===== src/rtl/led_port_ctrl_if.sv =====
// Register write bus for led_port_ctrl: a one-cycle write strobe with
// a 2-bit register address and N_LED-bit data.
interface led_port_ctrl_if #(
  parameter int unsigned N_LED = 8
) ();
  logic             wr_en;
  logic [1:0]       wr_addr;
  logic [N_LED-1:0] wr_data;

  modport master (
    output wr_en,
    output wr_addr,
    output wr_data
  );

  modport slave (
    input wr_en,
    input wr_addr,
    input wr_data
  );
endinterface


===== src/rtl/led_port_ctrl.sv =====
// LED output-port controller: CPU-written DATA/MODE/DUTY registers drive N_LED
// registered LEDs in direct, blink, PWM-dimmed or rotating-chase mode.
module led_port_ctrl #(
  parameter int unsigned N_LED     = 8,
  parameter int unsigned PWM_BITS  = 4,
  parameter int unsigned BLINK_DIV = 12_500_000
) (
  input  logic              clk25m,
  input  logic              rst_n,
  led_port_ctrl_if.slave    wr_bus,
  output logic [N_LED-1:0]  led,
  output logic              tick
);

  localparam int unsigned PrescW = (BLINK_DIV > 1) ? $clog2(BLINK_DIV) : 1;
  localparam logic [PrescW-1:0]   PrescLast = PrescW'(BLINK_DIV - 1);
  localparam logic [PWM_BITS-1:0] PwmLast   = PWM_BITS'((1 << PWM_BITS) - 2);

  typedef enum logic [1:0] {
    ModeDirect = 2'd0,
    ModeBlink  = 2'd1,
    ModePwm    = 2'd2,
    ModeChase  = 2'd3
  } mode_e;

  logic [N_LED-1:0]    data_q, data_d;
  mode_e               mode_q, mode_d;
  logic [PWM_BITS-1:0] duty_q, duty_d;
  logic [PrescW-1:0]   presc_q, presc_d;
  logic [PWM_BITS-1:0] pwm_cnt_q, pwm_cnt_d;
  logic [N_LED-1:0]    chase_q, chase_d;
  logic [N_LED-1:0]    led_q, led_d;
  logic                tick_q, tick_d;
  logic                blink_phase_q, blink_phase_d;

  logic data_wr, mode_wr, duty_wr;
  logic wrap, pwm_on;

  assign data_wr = wr_bus.wr_en && (wr_bus.wr_addr == 2'd0);
  assign mode_wr = wr_bus.wr_en && (wr_bus.wr_addr == 2'd1);
  assign duty_wr = wr_bus.wr_en && (wr_bus.wr_addr == 2'd2);
  assign wrap    = (presc_q == PrescLast);
  assign pwm_on  = (pwm_cnt_q < duty_q);

  always_comb begin
    data_d        = data_q;
    mode_d        = mode_q;
    duty_d        = duty_q;
    presc_d       = presc_q + PrescW'(1);
    pwm_cnt_d     = pwm_cnt_q + PWM_BITS'(1);
    chase_d       = chase_q;
    blink_phase_d = blink_phase_q;
    tick_d        = 1'b0;
    led_d         = '0;

    if (data_wr) data_d = wr_bus.wr_data;
    if (mode_wr) mode_d = mode_e'(wr_bus.wr_data[1:0]);
    if (duty_wr) duty_d = wr_bus.wr_data[PWM_BITS-1:0];

    if (pwm_cnt_q == PwmLast) pwm_cnt_d = '0;

    // A MODE write restarts the blink/chase timebase and swallows a coincident tick.
    if (mode_wr) begin
      presc_d       = '0;
      blink_phase_d = 1'b1;
    end else if (wrap) begin
      presc_d       = '0;
      blink_phase_d = ~blink_phase_q;
      tick_d        = 1'b1;
    end

    // DATA load beats a same-cycle rotate.
    if (data_wr) begin
      chase_d = wr_bus.wr_data;
    end else if (mode_wr) begin
      chase_d = data_q;
    end else if (wrap && (mode_q == ModeChase)) begin
      chase_d = {chase_q[N_LED-2:0], chase_q[N_LED-1]};
    end

    unique case (mode_q)
      ModeDirect: led_d = data_q;
      ModeBlink:  led_d = blink_phase_q ? data_q : '0;
      ModePwm:    led_d = pwm_on ? data_q : '0;
      ModeChase:  led_d = chase_q;
      default:    led_d = '0;
    endcase
  end

  always_ff @(posedge clk25m or negedge rst_n) begin
    if (!rst_n) begin
      data_q        <= '0;
      mode_q        <= ModeDirect;
      duty_q        <= '0;
      presc_q       <= '0;
      pwm_cnt_q     <= '0;
      chase_q       <= '0;
      led_q         <= '0;
      tick_q        <= 1'b0;
      blink_phase_q <= 1'b0;
    end else begin
      data_q        <= data_d;
      mode_q        <= mode_d;
      duty_q        <= duty_d;
      presc_q       <= presc_d;
      pwm_cnt_q     <= pwm_cnt_d;
      chase_q       <= chase_d;
      led_q         <= led_d;
      tick_q        <= tick_d;
      blink_phase_q <= blink_phase_d;
    end
  end

  assign led  = led_q;
  assign tick = tick_q;

endmodule


===== src/flat_wrapper.sv =====
// flat-port wrapper written by rule: the top's interface ports become plain ports
module led_port_ctrl_flat 
#(
  parameter int unsigned N_LED     = 8,
  parameter int unsigned PWM_BITS  = 4,
  parameter int unsigned BLINK_DIV = 12_500_000
)
  (clk25m, rst_n, led, tick, wr_bus_wr_en, wr_bus_wr_addr, wr_bus_wr_data);
  led_port_ctrl_if #(.N_LED(N_LED)) wr_bus_i ();
  input  logic clk25m;
  input  logic rst_n;
  output logic [N_LED-1:0] led;
  output logic tick;
  input wire logic [$bits(wr_bus_i.wr_en)-1:0] wr_bus_wr_en;
  input wire logic [$bits(wr_bus_i.wr_addr)-1:0] wr_bus_wr_addr;
  input wire logic [$bits(wr_bus_i.wr_data)-1:0] wr_bus_wr_data;
  assign wr_bus_i.wr_en = wr_bus_wr_en;
  assign wr_bus_i.wr_addr = wr_bus_wr_addr;
  assign wr_bus_i.wr_data = wr_bus_wr_data;
  led_port_ctrl #(.N_LED(N_LED), .PWM_BITS(PWM_BITS), .BLINK_DIV(BLINK_DIV)) u_core (.clk25m(clk25m), .rst_n(rst_n), .wr_bus(wr_bus_i), .led(led), .tick(tick));
endmodule

===== config.mk =====
export PLATFORM = sky130hd
export DESIGN_NAME = led_port_ctrl_flat
export DESIGN_NICKNAME = d
export VERILOG_FILES = /design/src/rtl/led_port_ctrl_if.sv /design/src/rtl/led_port_ctrl.sv /design/src/flat_wrapper.sv
export SDC_FILE = /design/constraint.sdc
export NUM_CORES = 1
export LEC_CHECK = 0
export ABC_CLOCK_PERIOD_IN_PS = 2300
export CAP_MARGIN = 20
export CORE_UTILIZATION = 57
export CTS_BUF_LIST = sky130_fd_sc_hd__clkbuf_4 sky130_fd_sc_hd__clkbuf_8 sky130_fd_sc_hd__clkbuf_16
export DETAILED_ROUTE_END_ITERATION = 10
export HOLD_SLACK_MARGIN = 0.05
export PLACE_DENSITY = 0.78
export RECOVER_POWER = 25
export SYNTH_ARGS = -nofsm -noshare
export SYNTH_HDL_FRONTEND = slang
export SYNTH_SLANG_ARGS = --single-unit

===== constraint.sdc =====
create_clock -name clk25m -period 2.3 [get_ports clk25m]
set_clock_uncertainty 0.2 [all_clocks]
set_input_delay 0.345 -clock clk25m [delete_from_list [all_inputs] [get_ports clk25m]]
set_output_delay 0.345 -clock clk25m [all_outputs]
set_load 0.005 [all_outputs]

## Yosys cells after proc, flatten, opt, wreduce, memory -nomap -nowiden

Cells that the tools add are included.

- Add/sub/neg operators: 2
- Order comparisons: 1
- Equality and inequality tests: 7
- Muxes and demuxes: 13
- Bitwise operators: 1
- Reductions and logical operators: 8

Operator list:

| operator | number |
|---|---|
| two-way mux 24 bit | 2 |
| two-way mux 8 bit | 5 |
| one-hot mux 8 bit (4 select lines) | 1 |
| adder 24 x 1 -> 24 bit, second input constant | 1 |
| equality test 24 bit, second input constant | 1 |
| equality test 2 bit, second input constant | 3 |
| adder 4 x 1 -> 4 bit, second input constant | 1 |
| equality test 2 x 1 -> 1 bit, second input constant | 2 |
| equality test 4 bit, second input constant | 1 |
| logical AND 1 bit | 4 |
| zero test 2 bit | 2 |
| less-than comparator 4 bit | 1 |
| two-way mux 1 bit | 4 |
| two-way mux 4 bit | 1 |
| nonzero test 3 bit | 1 |
| nonzero test 2 bit | 1 |
| inverter 1 bit | 1 |

- Register bits after elaboration: 60
- Input port bits: 13
- Output and inout bits: 9
- Word-level logic and storage cells: 41

## Logic depth before layout (Yosys ltp)

- Word-level depth: 5
- Depth in mapped cells: 7
- Depth with buffers taken out: 6

## Worst setup path after synthesis

No wires, ideal clock.

- Path type: flip-flop to flip-flop
- Start point: register u_core.presc_q[0]
- End point: register u_core.chase_q[0]
- Library setup time: 137 ps
- Arrival time: 1551 ps
- Required time: 1963 ps
- Slack: 412 ps
- Stages on the path, launching flop included: 7
- Buffers on the path: 0
- Cells stage by stage: dfrtp_1 > ha_1 > and4_1 > nand3_1 > nor3_4 > mux2i_1 > a21oi_1

- Word-level cells in the longest chain between the ends: 3

Ends and longest elaborated chain:

| element | line | RTL |
|---|---|---|
| start, declared | led_port_ctrl.sv:29 | `logic [PrescW-1:0] presc_q, presc_d;` |
| start signal, assigned | led_port_ctrl.sv:105 | `presc_q <= presc_d;` |
| equality test 24 bit | led_port_ctrl.sv:42 | `assign wrap = (presc_q == PrescLast);` |
| logical AND 1 bit | led_port_ctrl.sv:77 | `end else if (wrap && (mode_q == ModeChase)) begin` |
| nonzero test 3 bit (no source line) | -- |  |
| end signal, assigned | led_port_ctrl.sv:107 | `chase_q <= chase_d;` |
| end, declared | led_port_ctrl.sv:31 | `logic [N_LED-1:0] chase_q, chase_d;` |

Every way passes these cells.
A chain may end at the register's enable or synchronous reset.

## Worst setup path in the final report

- Start point: register u_core.presc_q[0]
- End point: register u_core.presc_q[19]

- Word-level cells in the longest chain between the ends: 3

Ends and longest elaborated chain:

| element | line | RTL |
|---|---|---|
| adder 24 x 1 -> 24 bit or equality test 24 bit (tied branches) | led_port_ctrl.sv:49, led_port_ctrl.sv:42 |  |
| two-way mux 24 bit (*) | led_port_ctrl.sv:66 | `end else if (wrap) begin` |
| two-way mux 24 bit (*) | led_port_ctrl.sv:63 | `if (mode_wr) begin` |
| via u_core.presc_d[19] | led_port_ctrl.sv:29 |  |

The timed path passes the listed nets; every way through them passes the cells marked *.

==> metrics.txt <==
Final WS setup=0.221 ns; post-synthesis cell count=251; DR pass1 iterations=4; RSZ-0062 raised after global routing=no; fill count=356; critical path type=flop to flop; Net Sw Frac=26.7%; Post-CTS Resized=0; Final Net Count=299; initial antenna violation count=0; synth cell count leaders=60 x dfrtp_1, 25 x nor2_1, 14 x mux2_2, 14 x nand2_1, 13 x xor2_1; Distinct cells, synth=35; area fraction of the dominant cell type after synthesis=53.8%; largest area contributor in the netlist=dfrtp_1; combinational group share of total power=15.7%; largest net degree at the start of global routing=43; Cell Pwr Density=802 mW/mm2; GP Congestion=0.798; worst-case hold slack=0.281 ns; Top Ports=22; CP Data Arrival Time=2.09 ns; layout overhead on the synthesized area=19.2%; outcome=finished clean; HP Class=flop to flop; top-count cell post-synth=dfrtp_1; TritonCTS clock tree=built; Worst Setup Start Kind=flop; number of port buffers=21; Setup violations, final=0; first-pass GRT wire length=8.78 mm; core area=0.00472 mm2; vias in the first global route=1,914; internal power=1.95 mW; Row Count=25; Syn Std Cell Area=0.00279 mm2; dpl hpwl=3.60 mm; Tcrit/Tclk final=90.4%; flops & latches, synth=60; setup TNS=0 ns; depth of the CTS H-tree=3; dpl ws=0.249 ns; Worst-path clk slew=0.06 ns; GRT Total Usage=22.8%; DR vias/cell=5.41; syn_nets=268; Rel. slew slack=25.1%; Slew Limit Fails=0; Worst Path Max Fanout=22; dominant synthesized flop cell=dfrtp_1; layout cell share with drive strength beyond 1=14.6%; fin cells=354; Ys Warns=0; CP endpoint kind=flop; vias=1,915; Die Y=72.0 um; clk sinks=60; CTS buffer count=9; Max Fclk=481 MHz; Residual DRC=0; Max Cap Violations=0; crit-path cells=ha_1, and4_1, nand3_1, or2_0, nand2_1, buf_12, a21oi_1; Flop pwr share=49.4%; P_leak=1.42 nW; GR Overflow Total=0; full die area=0.00518 mm2; clk buf depth=2; WL/cell=14.2 um; Area contributors post-synth=dfrtp_1 54%, mux2_2 5.7%, xor2_1 4.1%; NetSw=0.712 mW; Slew @ Worst Pin=1.12 ns; fin crit period=2.08 ns; Post-synth EDFFs=0; Async SR Flop Fraction=100%; Initial Utilization=59.0%; Iter 0 DRT Violations=81; placed insts=337; Clock Power Share=34.8%; routed wire length=5.03 mm; Worst-Skew Late Latency=0.33 ns; sequential area share after synthesis=53.8%; Slowest-stage cell, CP=dfrtp_1; antenna cells=0; antenna violation net count after detailed routing=0; maximum VDD drop=0.715 mV; Die X-Extent=72.0 um; CTS Root Cell=clkbuf_8; Hold Fails Final Rpt=0; Worst EP required=2.31 ns; synthesized area per cell=11.1 um2; CP max stage delay=0.38 ns
metal layers:
| layer | vias up | global-route usage (%) | share of wire (%) |
|---|---|---|---|
| li1 | 952 | - | - |
| met1 | 912 | 28.6 | 46 |
| met2 | 40 | 35.4 | 48 |
| met3 | 11 | 8.61 | 3.9 |
| met4 | 0 | 10.2 | 2.2 |
| met5 | - | 0 | 0 |
area by class of cell:
type	instances	area (um2)	area share, %
Multi-Input combinational cell	178	1230	37.1
Sequential cell	60	1500	45.2
Inverter	4	15.0	0.452
Tap cell	67	83.8	2.52
Clock buffer	9	124	3.73
Clock inverter	7	75.1	2.26
Timing Repair Buffer	29	292	8.77
flip-flops by register name, summed over array words and instances, names as in the netlist:
name,count
u_core.presc_q,24
u_core.chase_q,8
u_core.data_q,8
u_core.led,8
u_core.duty_q,4
u_core.pwm_cnt_q,4
u_core.mode_q,2
u_core.blink_phase_q,1
u_core.tick,1
power by group through the flow:
stage	logic (mW)	registers, mW	clock network [mW]
after global placement	0.408	1.33	0
after global routing	0.473	1.34	0.998
after detailed placement	0.423	1.34	0
after CTS	0.426	1.32	0.959
final	0.419	1.32	0.928
after floorplan	0.228	1.31	0
through the flow:
stage | instance area (um2) | util, % | power [mW]
after floorplan | 2790 | - | 1.54
after global placement | 3120 | 66.0 | 1.74
after global routing | 3320 | 70.4 | 2.81
final | 3320 | 70.4 | 2.66
after detailed placement | 3120 | 66.0 | 1.76
after CTS | 3320 | 70.4 | 2.70
worst max-delay path: cells and delay by family (launching register included):
| kind | cells | cell delay [ns] |
|---|---|---|
| AO/OA/AOI/OAI | 1 | 0.05 |
| adder cells (fa/ha/maj) | 1 | 0.22 |
| buffers and inverters | 1 | 0.17 |
| flip-flops | 1 | 0.38 |
| AND/OR/NAND/NOR | 4 | 0.93 |
timing repair:
item	CTS	global route
hold buffers	1	0
hold endpoints to repair	18	0
setup buffers	0	0
logic make-up (layout without fill, tap and decap cells):
logic type	count (synthesis)	in the layout	synth area share [%]
simple gates	94	94	18.4
compound gates	35	35	8.21
xor+xnor	22	22	6.91
flops	60	60	53.8
fa+ha+maj	4	4	1.79
buf+inv	13	49	1.97
mux	23	23	8.88
path summary, 6_finish.rpt:
path | start | endpoint | slack (ns) | cells past startpoint
max | u_core.presc_q[0] | u_core.presc_q[19] | 0.22 | 7
min | u_core.presc_q[0] | u_core.presc_q[0] | 0.28 | 1
max reg2reg | u_core.presc_q[0] | u_core.presc_q[19] | 0.22 | 7
min reg2reg | u_core.presc_q[0] | u_core.presc_q[0] | 0.28 | 1
max in group asynchronous | rst_n | u_core.led[2] | 0.58 | 3
min in group asynchronous | rst_n | u_core.led[6] | 0.54 | 2
layout by cell type (no fill, tap or decap), types with 3 or more instances in the layout:
master and n:
dfrtp_1 60, nor2_1 25, clkdlybuf4s50_1 20, nand2_1 14, mux2_2 14, xor2_1 13, a21oi_1 12, nand3_1 12
nor2b_1 10, a211oi_1 9, xnor2_1 9, mux2i_1 9, clkbuf_8 9, a22o_1 8, nand4_1 7, and3_1 6
o21ai_0 5, buf_4 5, inv_1 4, ha_1 4, nand2b_1 3, and4_1 3, clkinvlp_4 3
Note: power is estimated with default switching activity, not from simulation.
